<file path="config.mk">
export PLATFORM = sky130hd
export DESIGN_NAME = pwm_pair_decoder
export DESIGN_NICKNAME = d
export VERILOG_FILES = /design/src/rtl/pwm_pkg.sv /design/src/rtl/pwm_sync_edge.sv /design/src/rtl/pwm_pair_decoder.sv
export SDC_FILE = /design/constraint.sdc
export NUM_CORES = 1
export LEC_CHECK = 0
export CAP_MARGIN = 25
export CORE_MARGIN = 2
export CORE_UTILIZATION = 40
export CTS_CLUSTER_DIAMETER = 60
export DETAILED_ROUTE_END_ITERATION = 10
export GPL_TIMING_DRIVEN = 0
export HOLD_SLACK_MARGIN = 0.15
export MAX_ROUTING_LAYER = met4
export PLACE_DENSITY = 0.68
export SYNTH_ARGS = -nofsm -noshare
export SYNTH_HDL_FRONTEND = slang
export SYNTH_SLANG_ARGS = --single-unit
export TNS_END_PERCENT = 50
</file>
<file path="constraint.sdc">
create_clock -name clk -period 2.2 [get_ports clk]
set_input_delay 0.55 -clock clk [delete_from_list [all_inputs] [get_ports clk]]
set_output_delay 0.55 -clock clk [all_outputs]
set_load 0.01 [all_outputs]
</file>
<file path="src/rtl/pwm_pkg.sv">
// Shared definitions for the complementary PWM generator and its receive-side decoder.
package pwm_pkg;

  localparam int          PWM_CNT_W  = 11;
  localparam logic [10:0] NONOVERLAP = 11'h040;

  typedef enum logic [2:0] {
    ST_IDLE,
    ST_HI_ON,
    ST_DEAD_A,
    ST_LO_ON,
    ST_DEAD_B
  } pwm_dec_state_t;

  // Both-low and both-high are ambiguous mid-cycle, so they fall back to IDLE.
  function automatic pwm_dec_state_t state_from_levels(input logic hi, input logic lo);
    pwm_dec_state_t st;
    st = ST_IDLE;
    if (hi && !lo) st = ST_HI_ON;
    if (!hi && lo) st = ST_LO_ON;
    return st;
  endfunction

endpackage

</file>
<file path="src/rtl/pwm_sync_edge.sv">
// Multi-flop synchronizer plus delay flop with registered rise/fall pulses.
// lvl is the delayed copy, so it changes in the same cycle the edge pulse is high.
module pwm_sync_edge #(
  parameter int SYNC_STAGES = 2
) (
  input  logic clk,
  input  logic rst_n,
  input  logic din,
  output logic lvl,
  output logic rise,
  output logic fall
);

  logic [SYNC_STAGES-1:0] sync_q, sync_d;
  logic dly_q, dly_d;
  logic rise_q, rise_d;
  logic fall_q, fall_d;

  always_comb begin
    sync_d = {sync_q[SYNC_STAGES-2:0], din};
    dly_d  = sync_q[SYNC_STAGES-1];
    rise_d = sync_q[SYNC_STAGES-1] & ~dly_q;
    fall_d = ~sync_q[SYNC_STAGES-1] & dly_q;
  end

  always_ff @(posedge clk or negedge rst_n) begin
    if (!rst_n) begin
      sync_q <= '0;
      dly_q  <= 1'b0;
      rise_q <= 1'b0;
      fall_q <= 1'b0;
    end else begin
      sync_q <= sync_d;
      dly_q  <= dly_d;
      rise_q <= rise_d;
      fall_q <= fall_d;
    end
  end

  assign lvl  = dly_q;
  assign rise = rise_q;
  assign fall = fall_q;

endmodule

</file>
<file path="src/rtl/pwm_pair_decoder.sv">
// Decodes a complementary PWM pair into hi/dead/lo/dead widths and period,
// flagging overlap, short dead time, out-of-order edges and loss of switching.
module pwm_pair_decoder
  import pwm_pkg::*;
#(
  parameter int               CNT_W       = PWM_CNT_W,
  parameter int               SYNC_STAGES = 2,
  parameter logic [CNT_W-1:0] MIN_DEAD    = CNT_W'(NONOVERLAP)
) (
  input  logic             clk,
  input  logic             rst_n,
  input  logic             pwm_hi_in,
  input  logic             pwm_lo_in,
  input  logic             clr_fault,
  output logic [CNT_W-1:0] hi_w,
  output logic [CNT_W-1:0] dead_a_w,
  output logic [CNT_W-1:0] lo_w,
  output logic [CNT_W-1:0] dead_b_w,
  output logic [CNT_W:0]   period,
  output logic             meas_vld,
  output logic             dead_fault,
  output logic             seq_err,
  output logic             ovlp_fault,
  output logic             stale
);

  localparam logic [CNT_W-1:0] SEG_MAX = '1;
  localparam logic [CNT_W:0]   PER_MAX = '1;

  logic hi_lvl, hi_rise, hi_fall;
  logic lo_lvl, lo_rise, lo_fall;

  pwm_sync_edge #(.SYNC_STAGES(SYNC_STAGES)) u_hi (
    .clk(clk), .rst_n(rst_n), .din(pwm_hi_in), .lvl(hi_lvl), .rise(hi_rise), .fall(hi_fall)
  );
  pwm_sync_edge #(.SYNC_STAGES(SYNC_STAGES)) u_lo (
    .clk(clk), .rst_n(rst_n), .din(pwm_lo_in), .lvl(lo_lvl), .rise(lo_rise), .fall(lo_fall)
  );

  pwm_dec_state_t   state_q, state_d;
  logic [CNT_W-1:0] seg_cnt_q, seg_cnt_d;
  logic [CNT_W:0]   per_cnt_q, per_cnt_d;
  logic [CNT_W-1:0] cap_hi_q, cap_hi_d, cap_da_q, cap_da_d, cap_lo_q, cap_lo_d;
  logic             cyc_ok_q, cyc_ok_d;
  logic [CNT_W-1:0] hi_w_q, hi_w_d, dead_a_w_q, dead_a_w_d;
  logic [CNT_W-1:0] lo_w_q, lo_w_d, dead_b_w_q, dead_b_w_d;
  logic [CNT_W:0]   period_q, period_d;
  logic             meas_vld_q, meas_vld_d, dead_fault_q, dead_fault_d;
  logic             seq_err_q, seq_err_d, ovlp_q, ovlp_d, stale_q, stale_d;
  logic             hi_edge, lo_edge, any_edge, err, closing;

  always_comb begin
    hi_edge  = hi_rise | hi_fall;
    lo_edge  = lo_rise | lo_fall;
    any_edge = hi_edge | lo_edge;

    seg_cnt_d = any_edge ? CNT_W'(1) : ((seg_cnt_q == SEG_MAX) ? seg_cnt_q : seg_cnt_q + 1'b1);
    per_cnt_d = hi_rise ? (CNT_W+1)'(1) : ((per_cnt_q == PER_MAX) ? per_cnt_q : per_cnt_q + 1'b1);

    state_d      = state_q;
    cyc_ok_d     = cyc_ok_q;
    cap_hi_d     = cap_hi_q;
    cap_da_d     = cap_da_q;
    cap_lo_d     = cap_lo_q;
    hi_w_d       = hi_w_q;
    dead_a_w_d   = dead_a_w_q;
    lo_w_d       = lo_w_q;
    dead_b_w_d   = dead_b_w_q;
    period_d     = period_q;
    meas_vld_d   = 1'b0;
    dead_fault_d = 1'b0;
    seq_err_d    = 1'b0;
    stale_d      = stale_q;
    err          = 1'b0;
    closing      = 1'b0;

    if (state_q == ST_IDLE) begin
      if (hi_rise) begin
        state_d  = ST_HI_ON;
        cyc_ok_d = 1'b1;
      end
    end else if (any_edge) begin
      if (hi_edge && lo_edge) begin
        err = 1'b1;
      end else begin
        case (state_q)
          ST_HI_ON:  if (hi_fall) begin state_d = ST_DEAD_A; cap_hi_d = seg_cnt_q; end else err = 1'b1;
          ST_DEAD_A: if (lo_rise) begin state_d = ST_LO_ON;  cap_da_d = seg_cnt_q; end else err = 1'b1;
          ST_LO_ON:  if (lo_fall) begin state_d = ST_DEAD_B; cap_lo_d = seg_cnt_q; end else err = 1'b1;
          ST_DEAD_B: if (hi_rise) begin
                       state_d  = ST_HI_ON;
                       closing  = cyc_ok_q;
                       cyc_ok_d = 1'b1;
                     end else err = 1'b1;
          default:   err = 1'b1;
        endcase
      end
    end else if (seg_cnt_q == SEG_MAX) begin
      state_d = ST_IDLE;
      stale_d = 1'b1;
    end

    // A resync mid-cycle leaves earlier captures untrustworthy until the next legal hi rise.
    if (err) begin
      seq_err_d = 1'b1;
      state_d   = state_from_levels(hi_lvl, lo_lvl);
      cyc_ok_d  = 1'b0;
    end

    if (closing) begin
      hi_w_d       = cap_hi_q;
      dead_a_w_d   = cap_da_q;
      lo_w_d       = cap_lo_q;
      dead_b_w_d   = seg_cnt_q;
      period_d     = per_cnt_q;
      meas_vld_d   = 1'b1;
      stale_d      = 1'b0;
      dead_fault_d = (cap_da_q < MIN_DEAD) || (seg_cnt_q < MIN_DEAD);
    end

    ovlp_d = (hi_lvl & lo_lvl) | (ovlp_q & ~clr_fault);
  end

  always_ff @(posedge clk or negedge rst_n) begin
    if (!rst_n) begin
      state_q      <= ST_IDLE;
      seg_cnt_q    <= '0;
      per_cnt_q    <= '0;
      cap_hi_q     <= '0;
      cap_da_q     <= '0;
      cap_lo_q     <= '0;
      cyc_ok_q     <= 1'b0;
      hi_w_q       <= '0;
      dead_a_w_q   <= '0;
      lo_w_q       <= '0;
      dead_b_w_q   <= '0;
      period_q     <= '0;
      meas_vld_q   <= 1'b0;
      dead_fault_q <= 1'b0;
      seq_err_q    <= 1'b0;
      ovlp_q       <= 1'b0;
      stale_q      <= 1'b1;
    end else begin
      state_q      <= state_d;
      seg_cnt_q    <= seg_cnt_d;
      per_cnt_q    <= per_cnt_d;
      cap_hi_q     <= cap_hi_d;
      cap_da_q     <= cap_da_d;
      cap_lo_q     <= cap_lo_d;
      cyc_ok_q     <= cyc_ok_d;
      hi_w_q       <= hi_w_d;
      dead_a_w_q   <= dead_a_w_d;
      lo_w_q       <= lo_w_d;
      dead_b_w_q   <= dead_b_w_d;
      period_q     <= period_d;
      meas_vld_q   <= meas_vld_d;
      dead_fault_q <= dead_fault_d;
      seq_err_q    <= seq_err_d;
      ovlp_q       <= ovlp_d;
      stale_q      <= stale_d;
    end
  end

  assign hi_w       = hi_w_q;
  assign dead_a_w   = dead_a_w_q;
  assign lo_w       = lo_w_q;
  assign dead_b_w   = dead_b_w_q;
  assign period     = period_q;
  assign meas_vld   = meas_vld_q;
  assign dead_fault = dead_fault_q;
  assign seq_err    = seq_err_q;
  assign ovlp_fault = ovlp_q;
  assign stale      = stale_q;

endmodule

</file>
After elaboration in Yosys (flattened, before gate mapping)
Cells that the tools add are included.
{"block": "classes", "n_eq_ne": 16, "n_bitwise": 17, "n_reduce_logical": 17, "n_addsub": 2, "n_mux": 42, "order_cmp": 2}
{"op": "3-bit two-way mux", "count": 10}
{"op": "1-bit two-way mux", "count": 26}
{"op": "12-bit two-way mux", "count": 2}
{"op": "11-bit by 7-bit less-than comparator with 1-bit output (second input constant)", "count": 2}
{"op": "11-bit two-way mux", "count": 2}
{"op": "5-bit by 4-bit inequality test with 1-bit output (second input constant)", "count": 3}
{"op": "5-bit AND reduction", "count": 3}
{"op": "12-bit by 1-bit adder with 12-bit output (second input constant)", "count": 1}
{"op": "12-bit == test (second input constant)", "count": 1}
{"op": "3-bit case mux with 4 select lines", "count": 1}
{"op": "11-bit by 1-bit adder with 11-bit output (second input constant)", "count": 1}
{"op": "11-bit == test (second input constant)", "count": 1}
{"op": "7-bit by 1-bit inequality test with 1-bit output (second input constant)", "count": 1}
{"op": "1-bit NOT", "count": 7}
{"op": "1-bit AND", "count": 6}
{"op": "3-bit by 2-bit == test with 1-bit output (second input constant)", "count": 2}
{"op": "3-bit AND reduction", "count": 2}
{"op": "6-bit AND reduction", "count": 1}
{"op": "3-bit nonzero test", "count": 2}
{"op": "2-bit by 1-bit inequality test with 1-bit output (second input constant)", "count": 2}
{"op": "2-bit inequality test (second input constant)", "count": 2}
{"op": "4-bit inequality test (second input constant)", "count": 1}
{"op": "1-bit OR", "count": 4}
{"op": "1-bit case mux with 4 select lines", "count": 1}
{"op": "9 further kinds", "count": 12}
{"block": "word_totals", "elab_cells": 121, "regBits": 131, "output_inout_bits": 61, "input_bits": 5}

Logic depth before layout (Yosys ltp)
Gate-level depths: netlist of the first run.
{"block": "logic_depth", "word_depth": 7, "mapped_depth": 7}

Modules after synthesis
A second synthesis of the first run with hierarchy kept.
{"block": "hier_totals", "cells_unflattened": 387, "area_unflattened_um2": 5347.6}
{"mod": "pwm_pair_decoder", "n_inst": 1, "seq_area_each_um2": 3029.2, "area_each_um2": 5067.4, "cells_per_inst": 373}
{"mod": "pwm_sync_edge", "n_inst": 2, "seq_area_each_um2": 125.1, "area_each_um2": 140.1, "cells_per_inst": 7}

Worst setup path before layout of the first run
OpenSTA, ideal clock, no wires.
{"block": "synth_timing", "path_type": "register to register", "start": "register u_hi.rise_q, in the netlist u_hi.rise", "end": "register cap_hi_q[1]", "stages_incl_launch_ff": 7, "arrival_ps": 1695, "slack_ps": 380, "required_time_ps": 2075, "n_path_buf": 2, "setup_time_ps": 125, "period_less_slack_ps": 1820, "path_cell_list": "dfrtp_1 buf_4 o22ai_1 nand4_2 nor4b_4 buf_6 mux2_4"}
{"block": "synth_between", "elab_chain_len": 4, "elab_cells_between_ends": 5, "cone_classes": "3 x bitwise; 2 x reduce/logical"}
{"element": "start, declared", "line_no": "pwm_sync_edge.sv:16", "source": "logic rise_q, rise_d;"}
{"element": "start signal, assigned", "line_no": "pwm_sync_edge.sv:35", "source": "rise_q <= rise_d;"}
{"element": "1-bit OR *", "line_no": "pwm_pair_decoder.sv:53", "source": "hi_edge = hi_rise | hi_fall;"}
{"element": "1-bit logical AND", "line_no": "pwm_pair_decoder.sv:83", "source": "if (hi_edge && lo_edge) begin"}
{"element": "1-bit NOT (no line)"}
{"element": "5-bit AND reduction (no line) *"}
{"element": "end signal, assigned", "line_no": "pwm_pair_decoder.sv:147", "source": "cap_hi_q <= cap_hi_d;"}
{"element": "end, declared", "line_no": "pwm_pair_decoder.sv:43", "source": "logic [CNT_W-1:0] cap_hi_q, cap_hi_d, cap_da_q, cap_da_d, cap_lo_q, cap_lo_d;"}
Mark *: on every way between the ends. The rest lies on a longest branch, timed or not.
A chain may end at the register's enable or synchronous reset.

Final worst setup path of the first run
{"block": "layout_timing", "start": "register stale_q, in the netlist stale", "end": "output port stale"}
{"element": "start, declared", "line_no": "pwm_pair_decoder.sv:49", "source": "logic seq_err_q, seq_err_d, ovlp_q, ovlp_d, stale_q, stale_d;"}
{"element": "start signal, assigned", "line_no": "pwm_pair_decoder.sv:160", "source": "stale_q <= stale_d;"}
{"element": "end, declared", "line_no": "pwm_pair_decoder.sv:24", "source": "output logic stale"}
No word-level cell between the ends.

==> impl_metrics.yaml, run 1 <==
global_routing:
  grt_usage: 0.166
  grt-ovfl-total: 0
  antenna_found_initial: 0
  grt_max_degree: 78
  grt_pass1_vias: 3489
  grt_pass1_wl_um: 18100
final_layout:
  fin_cells: 672
  fillCellCount: 1119
  num_antenna_cells: 0
  layout.nets: 493
  area_growth_pct: 28.3
  drive_above_1_share: 0.296
synthesis:
  ys_types: 58
  synth-seq-cells: 131
  synth_seq_area_share: 0.597
  synth_nets: 407
  synth_area_per_cell_um2: 13.8
  synth_area_um2: 5490
  synth_flop_cell: "dfrtp_1"
  syn_inst: 398
  synth_edf_count: 0
  async_reset_ff_frac: 1.00
  synth_warnings: 0
critical_path:
  crit_slowest_cell: "dfstp_2"
  cp-end-kind: "output pin"
  worst-path-max-fanout: 2
  worstReg2RegEnd: "cap_hi_q[6]$_DFFE_PN0P_"
  cp.arrival_ps: 1500
  slowest_delay_ps: 550
  reg2reg_from: "u_hi.rise$_DFF_PN0_"
  startpoint_type: "flip-flop"
  cp_cell_sequence: "clkdlybuf4s50_1"
  critPathRequiredTime_ps: 1650
  r2r_slack_ps: 180
  critPathTopFamily: "flip-flops"
  path_buf_inv: 1
  path_class: "reg2out"
  startpoint: "stale$_DFFE_PN1P_"
  ff2ff_path_depth: 6
sta:
  finalSetupViolCount: 0
  fmax_mhz: 488
  layout_setup_ws_ps: 152
  fin_crit_ps: 2050
  finalMaxSlewViolations: 0
  holdWs_ps: 348
  final.setup_skew_ps: 7.95
  max_slew_margin: 0.487
  final.period_utilization: 0.931
  worst_pin_slew_ps: 762
  rsz0062_at_grt: "false"
  hold_viol_final: 0
clock_network:
  clk_pin_slew_ps: 60
  cts_max_level: 4
  cts_tree: "done"
  cts.path.max_buffers: 2
  cts.sinks: 131
  postCtsSetupBuffers: 0
  cts-root-buf: "clkbuf_16"
  clock_latency_ps: 420
  cts_made_buffers: 17
routing:
  wl_per_cell_um: 16.1
  dr.pass1.iters: 6
  via_count: 3463
  via_per_inst: 5.15
  drtIter0Drc: 169
  wirelength_um: 10800
  ant_nets: 0
  drc: 0
die:
  fp.dieArea_um2: 14700
  initial_utilization: 0.412
  fp-row-count: 42
  io-pin-count: 66
  die_y_um: 121
  die_w_um: 121
  coreArea_um2: 13300
min_path:
  hold_end: "u_hi.sync_q[1]$_DFF_PN0_"
  min_path_type: "reg2reg"
  hp-start: "u_hi.sync_q[0]$_DFF_PN0_"
  hold_depth: 0
placed_design:
  dp_cells: 640
  io_buffers: 65
  post-place-ws_ps: 58.1
  dp_hpwl_um: 7500
  place_congestion: 0.876
flow_run:
  cap_violations: 0
power:
  irDropWorstVdd_uv: 494
  leakage_uw: 0.00339
  power_density_nw_per_um2: 914
outcome:
  status: "finished, final reports clean"
cells by family (layout without fill, tap and decap cells):
family / count (synthesis) / after routing / synth area share
simple gates: 98 / 98 / 0.102
xor+xnor: 9 / 9 / 0.0143
mux: 93 / 93 / 0.203
flops: 131 / 131 / 0.597
compound gates: 35 / 35 / 0.0467
fa+ha+maj: 4 / 4 / 0.00911
buf+inv: 28 / 126 / 0.0276
sequential cells by signal, summed over array words and instances, names as in the netlist, 2 cells and up:
register     cells
cap_hi_q        11
cap_da_q        11
u_hi.sync_q      2
period          12
lo_w            11
cap_lo_q        11
dead_a_w        11
dead_b_w        11
u_lo.sync_q      2
per_cnt_q       12
state_q          3
hi_w            11
seg_cnt_q       11
per-stage QoR:
| step | instance area [um2] | TNS, ps | power, uW | utilization |
|---|---|---|---|---|
| final | 7050 | 0 | 6450 | 0.528 |
| after detailed placement | 6390 | 0 | 3520 | 0.479 |
| after floorplan | 5490 | 0 | 3270 | - |
| after global placement | 6360 | -571160 | 3500 | 0.477 |
| after CTS | 7040 | 0 | 6520 | 0.527 |
| after global routing | 7050 | 0 | 6730 | 0.528 |
power breakdown:
part / internal [uW] / total (uW) / switching, uW / leakage, uW
sequential: 2570 / 2720 / 150 / 0.00178
clock: 1950 / 2960 / 1010 / 0.000305
combinational: 377 / 764 / 386 / 0.00130
synth_stat cells, drive strengths merged (2+ instances only):
library cell,count,share of area
dfrtp,130,0.59
mux2,91,0.20
nor2,29,0.020
buf,18,0.020
nand2,14,0.0096
nand3,7,0.0064
nor3,7,0.0073
and3,6,0.0068
nand4,6,0.0080
nor2b,6,0.0068
a31oi,5,0.0057
clkbuf,5,0.0036
inv,5,0.0034
xnor2,5,0.0080
a21oi,4,0.0036
and4,4,0.0064
ha,4,0.0091
or4,4,0.0061
xor2,4,0.0064
a211oi,3,0.0041
o21ai,3,0.0027
o311ai,3,0.0048
or3,3,0.0034
or4b,3,0.0055
and2,2,0.0023
mux2i,2,0.0036
nor4b,2,0.0059
o21bai,2,0.0027
o32ai,2,0.0032
cell type report:
cell class | count | area [um2] | share of cell area
multi-input combinational | 239 | 2080 | 0.294
timing repair buffer | 67 | 689 | 0.0978
inverter | 5 | 18.8 | 0.00266
clock buffer | 19 | 453 | 0.0643
buffer | 23 | 133 | 0.0188
sequential | 131 | 3280 | 0.465
tap | 176 | 220 | 0.0312
clock inverter | 12 | 180 | 0.0256
worst max path at each step:
stage                                    endpoint  depth (start not counted)
final                                       stale                          1
after global routing          hi_w[9]$_DFFE_PN0P_                          6
after CTS                 cap_hi_q[6]$_DFFE_PN0P_                          6
after detailed placement  cap_hi_q[6]$_DFFE_PN0P_                          6
after global placement      period[1]$_DFFE_PN0P_                          1
after floorplan           cap_hi_q[1]$_DFFE_PN0P_                          6
timing repair:
| action | in CTS | in global routing |
|---|---|---|
| gates resized for setup | 0 | 2 |
| hold endpoints to repair | 54 | 0 |
| endpoints found under the setup margin | 0 | 11 |
| hold buffers | 1 | 0 |
routing by layer:
layer | vias to the layer above | wire length (um) | GRT usage | part of all wire
li1 | 1612 | - | - | -
met1 | 1755 | 4830 | 0.206 | 0.45
met2 | 80 | 5400 | 0.259 | 0.50
met3 | 16 | 389 | 0.0432 | 0.036
met4 | 0 | 189 | 0.0697 | 0.017
met5 | - | 0 | - | 0
cells in the final DEF (no fill, tap or decap), types with 7 or more instances in the layout:
cell / instances
mux2_2: 66
clkbuf_16: 17
nor2_1: 28
clkdlybuf4s50_1: 64
buf_2: 12
dfrtp_1: 130
mux2_4: 19
nand3_1: 7
nand2_1: 14
(Power assumes the default switching activity.)
==> run 2: changes to the inputs <==
--- a/config.mk
+++ b/config.mk
@@ -5,6 +5,7 @@
 export SDC_FILE = /design/constraint.sdc
 export NUM_CORES = 1
 export LEC_CHECK = 0
+export ABC_CLOCK_PERIOD_IN_PS = 2200
 export CAP_MARGIN = 25
 export CORE_MARGIN = 2
 export CORE_UTILIZATION = 40
==> results of run 2 <==
No change in the layout: final DEF, timing and power equal those of run 1.
